`config.mk`:
```
export PLATFORM = sky130hd
export DESIGN_NAME = lane_widen_skid_flat
export DESIGN_NICKNAME = d
export VERILOG_FILES = /design/src/rtl/lane_widen_skid_pkg.sv /design/src/rtl/lane_widen_skid_if.sv /design/src/rtl/lane_widen_skid_lane_extend.sv /design/src/rtl/lane_widen_skid.sv /design/src/flat_wrapper.sv
export SDC_FILE = /design/constraint.sdc
export NUM_CORES = 1
export LEC_CHECK = 0
export BUFFER_PORTS_ARGS = -buffer_cell sky130_fd_sc_hd__buf_2
export CORE_ASPECT_RATIO = 1.75
export CORE_MARGIN = 3
export CORE_UTILIZATION = 59
export DETAILED_ROUTE_END_ITERATION = 10
export PLACE_DENSITY_LB_ADDON = 0.25
export RECOVER_POWER = 25
export SLEW_MARGIN = 0
export SYNTH_ARGS = -nofsm -noshare
export SYNTH_HDL_FRONTEND = slang
export SYNTH_HIERARCHICAL = 1
export SYNTH_SLANG_ARGS = --single-unit
```
`constraint.sdc`:
```
create_clock -name clk -period 2.25 [get_ports clk]
set_clock_uncertainty 0.05 [all_clocks]
set_input_delay 0.1125 -clock clk [delete_from_list [all_inputs] [get_ports clk]]
set_output_delay 0.1125 -clock clk [all_outputs]
set_load 0.01 [all_outputs]
```
`src/rtl/lane_widen_skid_pkg.sv`:
```
// Shared definitions for the lane widener slice: skid-buffer state encoding,
// the shift-field width calculation and lane slicing helpers.
package widen_pkg;

   // Occupancy of the two-entry buffer (output register + skid register)
   typedef enum logic [1:0] {
      EMPTY = 2'd0,
      ONE   = 2'd1,
      TWO   = 2'd2
   } skid_state_t;

   // Default geometry: 8-bit capture samples widened for the 16-bit datapath
   localparam int DEF_NUM_LANES = 8;
   localparam int DEF_IN_W      = 8;
   localparam int DEF_OUT_W     = 16;
   localparam int DEF_CNT_W     = 32;

   // Width of the per-beat shift field: enough to encode 0..(OUT_W-IN_W), at least 1 bit
   function automatic int calc_shw(input int in_w, input int out_w);
      int r;
      r = $clog2(out_w - in_w + 1);
      return (r < 1) ? 1 : r;
   endfunction

   // Low bit index of a lane inside a packed multi-lane bus
   function automatic int lane_lo(input int lane, input int w);
      return lane * w;
   endfunction

endpackage

```
`src/rtl/lane_widen_skid_if.sv`:
```
// Valid/ready stream bundle for the lane widener: input beat side with its
// per-beat extension controls, and the widened output beat side.
interface lane_widen_skid_if
   import widen_pkg::*;
#(
   parameter int NUM_LANES = DEF_NUM_LANES,
   parameter int IN_W      = DEF_IN_W,
   parameter int OUT_W     = DEF_OUT_W,
   parameter int SHW       = calc_shw(DEF_IN_W, DEF_OUT_W)
);

   logic                       in_valid;
   logic                       in_ready;
   logic [NUM_LANES*IN_W-1:0]  in_data;
   logic                       in_signed;
   logic [SHW-1:0]             in_shift;
   logic                       out_valid;
   logic                       out_ready;
   logic [NUM_LANES*OUT_W-1:0] out_data;

   // Producer of input beats and consumer of output beats
   modport master (
      output in_valid, in_data, in_signed, in_shift, out_ready,
      input  in_ready, out_valid, out_data
   );

   // The widener itself
   modport slave (
      input  in_valid, in_data, in_signed, in_shift, out_ready,
      output in_ready, out_valid, out_data
   );

endinterface

```
`src/rtl/lane_widen_skid_lane_extend.sv`:
```
// Combinational widening of a single lane: zero/sign extension to OUT_W bits
// followed by a left shift clamped so the sample can never overflow.
module lane_extend #(
   parameter int IN_W  = 8,
   parameter int OUT_W = 16,
   parameter int SHW   = 4
) (
   input  logic [IN_W-1:0]  lane,
   input  logic             is_signed,
   input  logic [SHW-1:0]   shift,
   output logic [OUT_W-1:0] res
);

   generate
      if (OUT_W == IN_W) begin : g_pass
         // Equal widths leave no headroom, so the sample passes through unshifted
         assign res = lane;
      end else begin : g_widen
         localparam int MAXSH = OUT_W - IN_W;

         logic [OUT_W-1:0] ext;
         logic [SHW-1:0]   sh_c;

         // Extend, clamp the shift to the available headroom, then shift
         always_comb begin
            ext  = is_signed ? {{MAXSH{lane[IN_W-1]}}, lane} : {{MAXSH{1'b0}}, lane};
            sh_c = (shift > SHW'(MAXSH)) ? SHW'(MAXSH) : shift;
            res  = ext << sh_c;
         end
      end
   endgenerate

endmodule

```
`src/rtl/lane_widen_skid.sv`:
```
// Multi-lane sample widener with a two-entry skid buffer.
// Each accepted beat is widened lane by lane on the way in, then held in the
// output register or, under backpressure, the skid register.
// Optional feature: define WIDEN_CNT_EN to add the beat_count output, a
// wrapping count of delivered output beats.
module lane_widen_skid
   import widen_pkg::*;
#(
   parameter int NUM_LANES = DEF_NUM_LANES,
   parameter int IN_W      = DEF_IN_W,
   parameter int OUT_W     = DEF_OUT_W
`ifdef WIDEN_CNT_EN
   ,
   parameter int CNT_W     = DEF_CNT_W
`endif
) (
   input  logic            clk,
   input  logic            rst,
   lane_widen_skid_if.slave bus
`ifdef WIDEN_CNT_EN
   ,
   output logic [CNT_W-1:0] beat_count
`endif
);

   localparam int SHW = calc_shw(IN_W, OUT_W);

   skid_state_t state;
   skid_state_t next_state;

   logic [NUM_LANES*OUT_W-1:0] res_beat;
   logic [NUM_LANES*OUT_W-1:0] out_reg;
   logic [NUM_LANES*OUT_W-1:0] skid_reg;

   logic in_ready_r;
   logic out_valid_c;
   logic in_fire;
   logic out_fire;
   logic load_out_res;
   logic load_out_skid;
   logic load_skid;

   genvar i;
   generate
      for (i = 0; i < NUM_LANES; i++) begin : g_lane
         lane_extend #(
            .IN_W  (IN_W),
            .OUT_W (OUT_W),
            .SHW   (SHW)
         ) u_ext (
            .lane      (bus.in_data[lane_lo(i, IN_W) +: IN_W]),
            .is_signed (bus.in_signed),
            .shift     (bus.in_shift),
            .res       (res_beat[lane_lo(i, OUT_W) +: OUT_W])
         );
      end
   endgenerate

   assign in_fire  = bus.in_valid & in_ready_r;
   assign out_fire = out_valid_c & bus.out_ready;

   // Buffer occupancy register; reset drops every queued beat
   always_ff @(posedge clk) begin
      if (rst) begin
         state <= EMPTY;
      end else begin
         state <= next_state;
      end
   end

   // Occupancy transitions from the input and output handshakes
   always_comb begin
      next_state = state;
      case (state)
         EMPTY: begin
            if (in_fire) next_state = ONE;
         end
         ONE: begin
            if (in_fire && !out_fire)      next_state = TWO;
            else if (!in_fire && out_fire) next_state = EMPTY;
         end
         TWO: begin
            if (out_fire) next_state = ONE;
         end
         default: next_state = EMPTY;
      endcase
   end

   // Decode which data register loads this cycle and whether output is valid
   always_comb begin
      out_valid_c   = (state != EMPTY);
      load_out_res  = 1'b0;
      load_out_skid = 1'b0;
      load_skid     = 1'b0;
      case (state)
         EMPTY: begin
            load_out_res = in_fire;
         end
         ONE: begin
            load_out_res = in_fire & out_fire;
            load_skid    = in_fire & ~out_fire;
         end
         TWO: begin
            load_out_skid = out_fire;
         end
         default: begin
            load_out_res = 1'b0;
         end
      endcase
   end

   // in_ready is registered from the next occupancy so it never follows out_ready combinationally
   always_ff @(posedge clk) begin
      if (rst) begin
         in_ready_r <= 1'b0;
      end else begin
         in_ready_r <= (next_state != TWO);
      end
   end

   // Output and skid data registers; output holds while stalled
   always_ff @(posedge clk) begin
      if (rst) begin
         out_reg  <= '0;
         skid_reg <= '0;
      end else begin
         if (load_out_res)       out_reg <= res_beat;
         else if (load_out_skid) out_reg <= skid_reg;
         if (load_skid)          skid_reg <= res_beat;
      end
   end

`ifdef WIDEN_CNT_EN
   // Count delivered output beats, wrapping naturally at the counter width
   always_ff @(posedge clk) begin
      if (rst) begin
         beat_count <= '0;
      end else if (out_fire) begin
         beat_count <= beat_count + 1'b1;
      end
   end
`endif

   assign bus.in_ready  = in_ready_r;
   assign bus.out_valid = out_valid_c;
   assign bus.out_data  = out_reg;

endmodule

```
`src/flat_wrapper.sv`:
```
// flat-port wrapper written by rule: the top's interface ports become plain ports
module lane_widen_skid_flat import widen_pkg::*;
#(
   parameter int NUM_LANES = DEF_NUM_LANES,
   parameter int IN_W      = DEF_IN_W,
   parameter int OUT_W     = DEF_OUT_W

)
  (clk, rst, bus_in_valid, bus_in_data, bus_in_signed, bus_in_shift, bus_out_ready, bus_in_ready, bus_out_valid, bus_out_data);
  lane_widen_skid_if #(.NUM_LANES(NUM_LANES), .IN_W(IN_W), .OUT_W(OUT_W), .SHW((4))) bus_i ();
  input  logic clk;
  input  logic rst;
  input wire logic [$bits(bus_i.in_valid)-1:0] bus_in_valid;
  input wire logic [$bits(bus_i.in_data)-1:0] bus_in_data;
  input wire logic [$bits(bus_i.in_signed)-1:0] bus_in_signed;
  input wire logic [$bits(bus_i.in_shift)-1:0] bus_in_shift;
  input wire logic [$bits(bus_i.out_ready)-1:0] bus_out_ready;
  output wire logic [$bits(bus_i.in_ready)-1:0] bus_in_ready;
  output wire logic [$bits(bus_i.out_valid)-1:0] bus_out_valid;
  output wire logic [$bits(bus_i.out_data)-1:0] bus_out_data;
  assign bus_i.in_valid = bus_in_valid;
  assign bus_i.in_data = bus_in_data;
  assign bus_i.in_signed = bus_in_signed;
  assign bus_i.in_shift = bus_in_shift;
  assign bus_i.out_ready = bus_out_ready;
  assign bus_in_ready = bus_i.in_ready;
  assign bus_out_valid = bus_i.out_valid;
  assign bus_out_data = bus_i.out_data;
  lane_widen_skid #(.NUM_LANES(NUM_LANES), .IN_W(IN_W), .OUT_W(OUT_W)) u_core (.clk(clk), .rst(rst), .bus(bus_i));
endmodule
```
==> results of run 1 <==
path summary, 6_finish.rpt:
check	from	to	slack, ns	depth (start not counted)
setup reg to reg	u_core/state[0]	u_core/skid_reg[88]	0.35	5
hold / removal	bus_in_data[46]	u_core/skid_reg[94]	0.03	5
hold reg to reg	u_core/skid_reg[29]	u_core/skid_reg[29]	0.40	2
setup / recovery	u_core/state[0]	u_core/skid_reg[88]	0.35	5
synthesized netlist by cell type, drive strengths merged, types with 2 or more instances:
cell	number
nor2	171
nand3	8
clkbuf	72
nor4	8
o21ai	40
inv	33
mux2i	49
a221oi	8
or3	2
and3b	8
nor4b	8
a2bb2oi	16
nor2b	26
a221o	8
dfxtp	259
or2	2
a22o	16
a32o	16
and3	16
mux4	40
a21oi	169
a311oi	128
and2	16
a31oi	24
a211oi	16
o21a	8
o211a	8
buf	106
mux2	9
nand2	537
nand2b	10
power breakdown:
group | leakage, uW | internal, uW | switching, uW
Sequential | 0.00211 | 4780 | 116
Clock | 0.000418 | 2600 | 1870
Combinational | 0.00395 | 865 | 1230
Total | 0.00648 | 8240 | 3220
cell type report:
cell class | instances | share of cell area
clock buffer | 31 | 0.03849
tap | 316 | 0.02244
inverter | 33 | 0.007031
timing repair buffer | 319 | 0.1234
clock inverter | 13 | 0.009872
sequential | 259 | 0.2943
multi-input combinational | 1370 | 0.5045
per-layer routing:
| metal | vias to the layer above | global-route usage | routed length [um] |
|---|---|---|---|
| li1 | 6822 | - | - |
| met1 | 7237 | 0.3675 | 17040 |
| met2 | 555 | 0.5548 | 22860 |
| met3 | 116 | 0.04451 | 2799 |
| met4 | 0 | 0.1356 | 1617 |
| met5 | - | 0 | 0 |
logic make-up (layout without fill, tap and decap cells):
family                 count (synthesis)  after routing
AO/OA/AOI/OAI                        458            458
buffers and inverters                211            396
flip-flops                           259            259
multiplexers                          98             98
AND/OR/NAND/NOR                      814            814
worst min-delay path: cells and delay by family:
family                 cells  cell delay (ns)
and+or+nand+nor            2             0.14
AOI/OAI and AO/OA          2             0.15
buffers and inverters      1             0.14
repair_timing:
item,CTS,global route
endpoints found under the hold margin,70,0
setup endpoints to repair,0,0
hold buffers,54,0
stage by stage:
stage	cells	setup slack (ns)	util	power (uW)	hold slack, ns
final	2341	0.3532	0.6953	11460	0.02792
after global placement	2243	0.1967	0.6451	6973	0.3467
after floorplan	1840	0.6033	-	6364	0.1868
after global routing	2341	0.2305	0.6953	11880	0.04670
after CTS	2341	0.3924	0.7001	11550	0.001231
after detailed placement	2243	0.1796	0.6451	7003	0.3551
==> flow_summary.json, run 1 <==
{
  "final-setup-viol-count": 0,
  "ctsResizeCount": 0,
  "synth_compound_area_frac": 0.2587,
  "grt_pass1_vias": 14660,
  "final.period_utilization": 0.8430,
  "p_per_area_mw_per_mm2": 650.5,
  "diodes": 0,
  "cts_num_sinks": 259,
  "drive_gt1_frac": 0.1896,
  "num_rows": 77,
  "ys.flop_type": "dfxtp_1",
  "dpl_cell_area_sq_mm": 0.01635,
  "final_cell_area_sq_mm": 0.01762,
  "core_sq_mm": 0.02534,
  "irDropWorstVdd_mv": 0.6092,
  "clockRootBuffer": "clkbuf_16",
  "yosysTopAreaCell": "dfxtp_1",
  "rsz0062_at_grt": "no",
  "syn_area_sq_mm": 0.01518,
  "cap_violations": 0,
  "worstPathCellList": "nand2b_1, nor3_2, buf_4, nand2_1, a21oi_1",
  "setup_tns_ns": 0,
  "dr_total_vias": 14730,
  "first_pass_iters": 5,
  "io_buffers": 202,
  "synthTopCellsByArea": "dfxtp_1, nand2_1, a311oi_2",
  "cts_tree": "built",
  "cp.required_ns": 2.66,
  "layout_commonest_cell": "nand2_1",
  "grtUsageTotal": 0.3107,
  "fillerInstances": 2108,
  "synth_xor_area_frac": 0,
  "crit_slowest_cell": "nor3_2",
  "drtAntennaViolNets": 0,
  "seq_area_sq_mm": 0.005185,
  "ys_async_sr_fraction": 0,
  "gp_congestion": 0.9461,
  "grt_max_degree": 93,
  "syn2layout_area_growth_pct": 16.06,
  "drtIter0Drc": 1336,
  "ys_ff_latch": 259,
  "synth-edff-count": 0,
  "synth_top_family_by_area": "compound AO/OA/AOI/OAI gates",
  "grt_remaining_overflow": 0,
  "path_buf_inv": 1,
  "relSlewSlack": 0.5440,
  "clk_pin_slew_ns": 0.07,
  "cp_max_fo": 29,
  "cts_inserted_buffers": 25,
  "post_cts_buffers": 0,
  "die_area_sq_mm": 0.02776,
  "power_leakage_uw": 0.006479,
  "post_drt_wl_per_cell_um": 18.93,
  "dp_hpwl_mm": 28.43,
  "nNetsFinal": 2081,
  "route.detailed.drc": 0,
  "min_period_ns": 1.897,
  "synthCells": 1840,
  "grt_pass1_wl_mm": 72.49,
  "synthSimpleGateAreaFrac": 0.2248,
  "slowest_delay_ns": 0.54,
  "worst_pin_slew_ns": 0.6840,
  "ios": 203,
  "synth_fa_ha_area_frac": 0,
  "drv_slew": 0,
  "crit_family": "simple AND/OR/NAND/NOR gates",
  "crit_type": "reg -> reg",
  "initial_utilization": 0.5991,
  "yosys.cell_types.count": 40,
  "status": "completed",
  "yosysTopAreaCellShare": 0.3416,
  "multi_input_area_sq_mm": 0.008887,
  "cp.arrival_ns": 2.31,
  "ys_seq_area_frac": 0.3416,
  "antenna_found_initial": 1,
  "synth.mux.area_fraction": 0.1003,
  "ys_warn_count": 6,
  "die_x_um": 127.3,
  "hold_path.class": "in -> reg",
  "syn_area_per_cell_sq_um": 8.250,
  "critPathLaunchType": "register",
  "finalHoldViolCount": 0,
  "cts_buffer_depth": 3,
  "die_h_um": 218.2,
  "max_freq_mhz": 527.2,
  "worstSetupEndpointType": "register",
  "clk_latency_ns": 0.54,
  "vias_per_cell": 6.292,
  "drt-total-wl_mm": 44.32,
  "syn-num-nets": 1913,
  "htree_levels": 1,
  "final_cell_mix": "nand2_1, dfxtp_1, nor2_1"
}
No activity file was read; power rests on OpenSTA's default activity.
==> run 2: changes to the inputs <==
Clock period 2.25 ns to 1.99 ns, I/O delays scaled along.
==> run 2 against run 1 <==
- sequential power rose by 13%
- core utilization rose by 1.5 points
- non-clock buffer count rose by 37
- critical path depth did not move
==> flow_summary.json, run 2 (synthesis gave the netlist of run 1 again) <==
{
  "grtUsageTotal": 0.3199,
  "cts_buffer_depth": 3,
  "final.period_utilization": 0.9417,
  "critPathLaunchType": "register",
  "dp_hpwl_mm": 29.78,
  "nNetsFinal": 2118,
  "grt_pass1_vias": 14760,
  "dr_total_vias": 14920,
  "power_leakage_uw": 0.006695,
  "cp_max_fo": 60,
  "clk_pin_slew_ns": 0.07,
  "cp.arrival_ns": 2.26,
  "ctsResizeCount": 0,
  "setup_tns_ns": 0,
  "final_cells": 2379,
  "first_pass_iters": 5,
  "ios": 203,
  "crit_slowest_cell": "dfxtp_1",
  "finish.utilization": 0.7098,
  "final-setup-viol-count": 0,
  "min_period_ns": 1.874,
  "slowest_delay_ns": 0.40,
  "rsz0062_at_grt": "no",
  "vias_per_cell": 6.271,
  "max_freq_mhz": 533.6,
  "die_x_um": 127.3,
  "clockRootBuffer": "clkbuf_16",
  "post_drt_wl_per_cell_um": 19.42,
  "relSlewSlack": 0.5005,
  "path_buf_inv": 1,
  "htree_levels": 1,
  "p_per_area_mw_per_mm2": 736.1,
  "seq_area_sq_mm": 0.005185,
  "cts_inserted_buffers": 25,
  "grt_max_degree": 101,
  "worstSetupEndpointType": "register",
  "dp_cells": 2276,
  "drive_gt1_frac": 0.2041,
  "layout_commonest_cell": "nand2_1",
  "drt-total-wl_mm": 46.19,
  "io_buffers": 202,
  "die_area_sq_mm": 0.02776,
  "final_cell_mix": "nand2_1, dfxtp_1, nor2_1",
  "route.detailed.drc": 0,
  "core_sq_mm": 0.02534,
  "crit_type": "reg -> reg",
  "cap_violations": 0,
  "diodes": 0,
  "gp_congestion": 0.9783,
  "worstPathCellList": "nor2b_1, or3_4, buf_12, nor2_1, a311oi_2",
  "irDropWorstVdd_mv": 0.8413,
  "crit_family": "simple AND/OR/NAND/NOR gates",
  "drv_slew": 0,
  "grt_pass1_wl_mm": 74.33,
  "cts_num_sinks": 259,
  "worst_pin_slew_ns": 0.7493,
  "clk_latency_ns": 0.54,
  "multi_input_area_sq_mm": 0.008887,
  "hold_path.class": "in -> reg",
  "grt_remaining_overflow": 0,
  "drtIter0Drc": 1352,
  "cp.required_ns": 2.38,
  "drtAntennaViolNets": 0,
  "num_rows": 77,
  "fillerInstances": 2106,
  "cts_tree": "built",
  "syn2layout_area_growth_pct": 18.48,
  "die_h_um": 218.2,
  "whs_ns": 0.02236,
  "initial_utilization": 0.5991,
  "antenna_found_initial": 0,
  "status": "completed",
  "finalHoldViolCount": 0
}
==> run 2: cell count changes in the layout (fill, tap and decap cells not counted), sizes merged <==
cell         delta
dlygate4sd3     +4
buf            +33
clkinv          -2
clkbuf          +2
clkinvlp        +1
==> run 2: repair_timing <==
action	4_1_cts	5_1_grt
setup buffers	0	0
hold buffers	58	0
endpoints found under the hold margin	73	0
==> run 2: where the power goes <==
part           internal, uW  leakage (uW)  total, uW  switching [uW]
combinational          1040       0.00414       2460            1430
clock                  3120      0.000443       5240            2130
sequential             5400       0.00211       5530             135
total                  9550       0.00670      13200            3690
==> run 2: area by class of cell <==
class                           count  share of cell area
Multi-Input combinational cell   1370              0.4942
Sequential cell                   259              0.2883
Timing Repair Buffer              356              0.1382
Clock buffer                       33             0.04091
Tap cell                          316             0.02198
Clock inverter                     12            0.009531
Inverter                           33            0.006887
==> run 2: path summary, 6_finish.rpt <==
path	startpoint	endpoint	slack [ns]	cells after the start
min	bus_in_data[50]	u_core/skid_reg[106]	0.02	4
min reg2reg	u_core/skid_reg[109]	u_core/skid_reg[109]	0.41	2
max	u_core/state[0]	u_core/bus.out_data[31]	0.12	5
max reg2reg	u_core/state[0]	u_core/bus.out_data[31]	0.12	5
==> run 2: stage by stage <==
stage	cell area (sq um)	setup slack [ns]	total power, uW
2_1_floorplan	15180	0.3563	7195
3_3_place_gp	16620	0.004384	7964
3_5_place_dp	16620	-0.03318	8003
4_1_cts	18110	0.1683	13320
5_1_grt	17980	0.04647	13710
6_report	17980	0.1161	13240
==> run 2: worst reg2reg max path: cells and delay by family, from the launching register on <==
family	cells	cell delay, ns
buffers and inverters	1	0.33
DFF	1	0.40
and+or+nand+nor	3	0.72
AOI/OAI and AO/OA	1	0.28
==> run 2: per-layer routing <==
layer  global-route usage  vias up  share of wire
met5                    0        -              0
met4               0.1568        0          0.046
met3              0.04255      155          0.061
met2               0.5797      648           0.51
met1               0.3656     7222           0.38
li1                     -     6894              -
==> run 3: changes to the inputs <==
Settings changed: RECOVER_POWER 25 to not set.
==> run 3 against run 2 <==
- core utilization is 0.48 points higher
- cell area is 0.68% higher
- sequential power hardly changed
- die area stayed put
- fmax is 0.29% higher
- combinational power is 2% higher
- largest power group unchanged
==> flow_summary.json, run 3 (synthesis gave the netlist of run 1 again) <==
{
  "status": "completed",
  "antenna_found_initial": 0,
  "crit-reg2reg-capture": "u_core/bus.out_data[31]",
  "grt_pass1_wl_mm": 74.33,
  "grt_max_degree": 101,
  "cts_tree": "built",
  "finish.utilization": 0.7146,
  "final_cell_mix": "nand2_1, dfxtp_1, buf_2",
  "drv_slew": 0,
  "ctsResizeCount": 0,
  "ios": 203,
  "clockRootBuffer": "clkbuf_16",
  "route.detailed.drc": 0,
  "max_freq_mhz": 535.2,
  "cap_violations": 0,
  "post_cts_buffers": 0,
  "r2r_start": "u_core/state[0]",
  "worstSetupEndpointType": "register",
  "power_leakage_uw": 0.007079,
  "final_cells": 2379,
  "layout_commonest_cell": "nand2_1",
  "core_sq_mm": 0.02534,
  "drt-total-wl_mm": 46.16,
  "vias_per_cell": 6.245,
  "slowest_delay_ns": 0.40,
  "cts_inserted_buffers": 25,
  "setup_tns_ns": 0,
  "grtUsageTotal": 0.3199,
  "diodes": 0,
  "drive_gt1_frac": 0.2511,
  "worst_pin_slew_ns": 0.7457,
  "critPathLaunchType": "register",
  "nNetsFinal": 2118,
  "syn2layout_area_growth_pct": 19.28,
  "path_buf_inv": 1,
  "drtAntennaViolNets": 0,
  "die_area_sq_mm": 0.02776,
  "reg2reg_depth": 5,
  "dp_cells": 2276,
  "fillerInstances": 2047,
  "min_period_ns": 1.869,
  "cp_max_fo": 60,
  "grt_remaining_overflow": 0,
  "dr_total_vias": 14860,
  "grt_pass1_vias": 14760,
  "htree_levels": 1,
  "cp.required_ns": 2.38,
  "crit_family": "simple AND/OR/NAND/NOR gates",
  "clk_latency_ns": 0.54,
  "irDropWorstVdd_mv": 0.8432,
  "r2r_slack_ns": 0.12,
  "crit_slowest_cell": "dfxtp_1",
  "initial_utilization": 0.5991,
  "drtIter0Drc": 1339,
  "worstHoldPathCells": 4,
  "cts_num_sinks": 259,
  "final.period_utilization": 0.9390,
  "finalHoldViolCount": 0,
  "io_buffers": 202,
  "cts_buffer_depth": 3,
  "crit_type": "reg -> reg",
  "p_per_area_mw_per_mm2": 733.1,
  "gp_congestion": 0.9783,
  "die_h_um": 218.2,
  "dpl_cell_area_sq_mm": 0.01662,
  "min_from": "bus_in_data[50]",
  "clk_pin_slew_ns": 0.07,
  "final_cell_area_sq_mm": 0.01811,
  "cp.arrival_ns": 2.26,
  "die_x_um": 127.3,
  "dp_hpwl_mm": 29.78,
  "hold_path.class": "in -> reg",
  "post_drt_wl_per_cell_um": 19.40,
  "final-setup-viol-count": 0,
  "ctsHoldBuffers": 58,
  "relSlewSlack": 0.5028,
  "first_pass_iters": 6,
  "worstPathCellList": "nor2b_1, or3_4, buf_12, nor2_1, a311oi_2",
  "num_rows": 77,
  "hold-path-endpoint": "u_core/skid_reg[106]",
  "rsz0062_at_grt": "no"
}
run 3: cell count changes in the layout (fill, tap and decap cells not counted), sizes merged:
cell | before | now
buf | 201 | 298
clkbuf | 130 | 33
run 3: worst max-delay path by stage:
stage	from	end	slack, ns	cells past startpoint
after floorplan	bus_in_shift[3]	u_core/bus.out_data[10]	0.36	7
after global placement	bus_in_shift[3]	u_core/bus.out_data[122]	0.004	7
after detailed placement	bus_in_shift[1]	u_core/bus.out_data[68]	-0.03	6
after CTS	u_core/state[0]	u_core/bus.out_data[31]	0.17	5
after global routing	u_core/state[0]	u_core/bus.out_data[31]	0.05	5
final	u_core/state[0]	u_core/bus.out_data[31]	0.12	5
run 3: tightest hold or removal path: stages:
cell and delay (ns):
buf_2 0.13, a221o_1 0.18, nand2_1 0.06, a21oi_1 0.11
run 3: metrics by stage:
stage | hold WS [ns] | worst slack, ns | power, uW
after floorplan | 0.1738 | 0.3563 | 7195
after global placement | 0.3303 | 0.004384 | 7964
after detailed placement | 0.3376 | -0.03318 | 8003
after CTS | 0.007739 | 0.1683 | 13320
after global routing | 0.05873 | 0.04647 | 13740
final | 0.02156 | 0.1214 | 13270
run 3: final cells by class:
class | count | area (sq um) | area share
clock buffer | 33 | 735.7 | 0.04063
clock inverter | 12 | 171.4 | 0.009467
inverter | 33 | 123.9 | 0.006841
multi-input combinational | 1370 | 8887 | 0.4908
sequential | 259 | 5185 | 0.2864
tap | 316 | 395.4 | 0.02184
timing repair buffer | 356 | 2608 | 0.1440
run 3: report_power, final:
part	internal, uW	switching (uW)
clock	3120	2130
combinational	1070	1420
sequential	5400	130
run 3: layer usage:
| layer | GRT usage | wire length (um) | vias to the layer above |
|---|---|---|---|
| li1 | - | - | 6878 |
| met1 | 0.3656 | 17440 | 7188 |
| met2 | 0.5797 | 23690 | 633 |
| met3 | 0.04255 | 2809 | 158 |
| met4 | 0.1568 | 2220 | 0 |
| met5 | 0 | 0 | - |
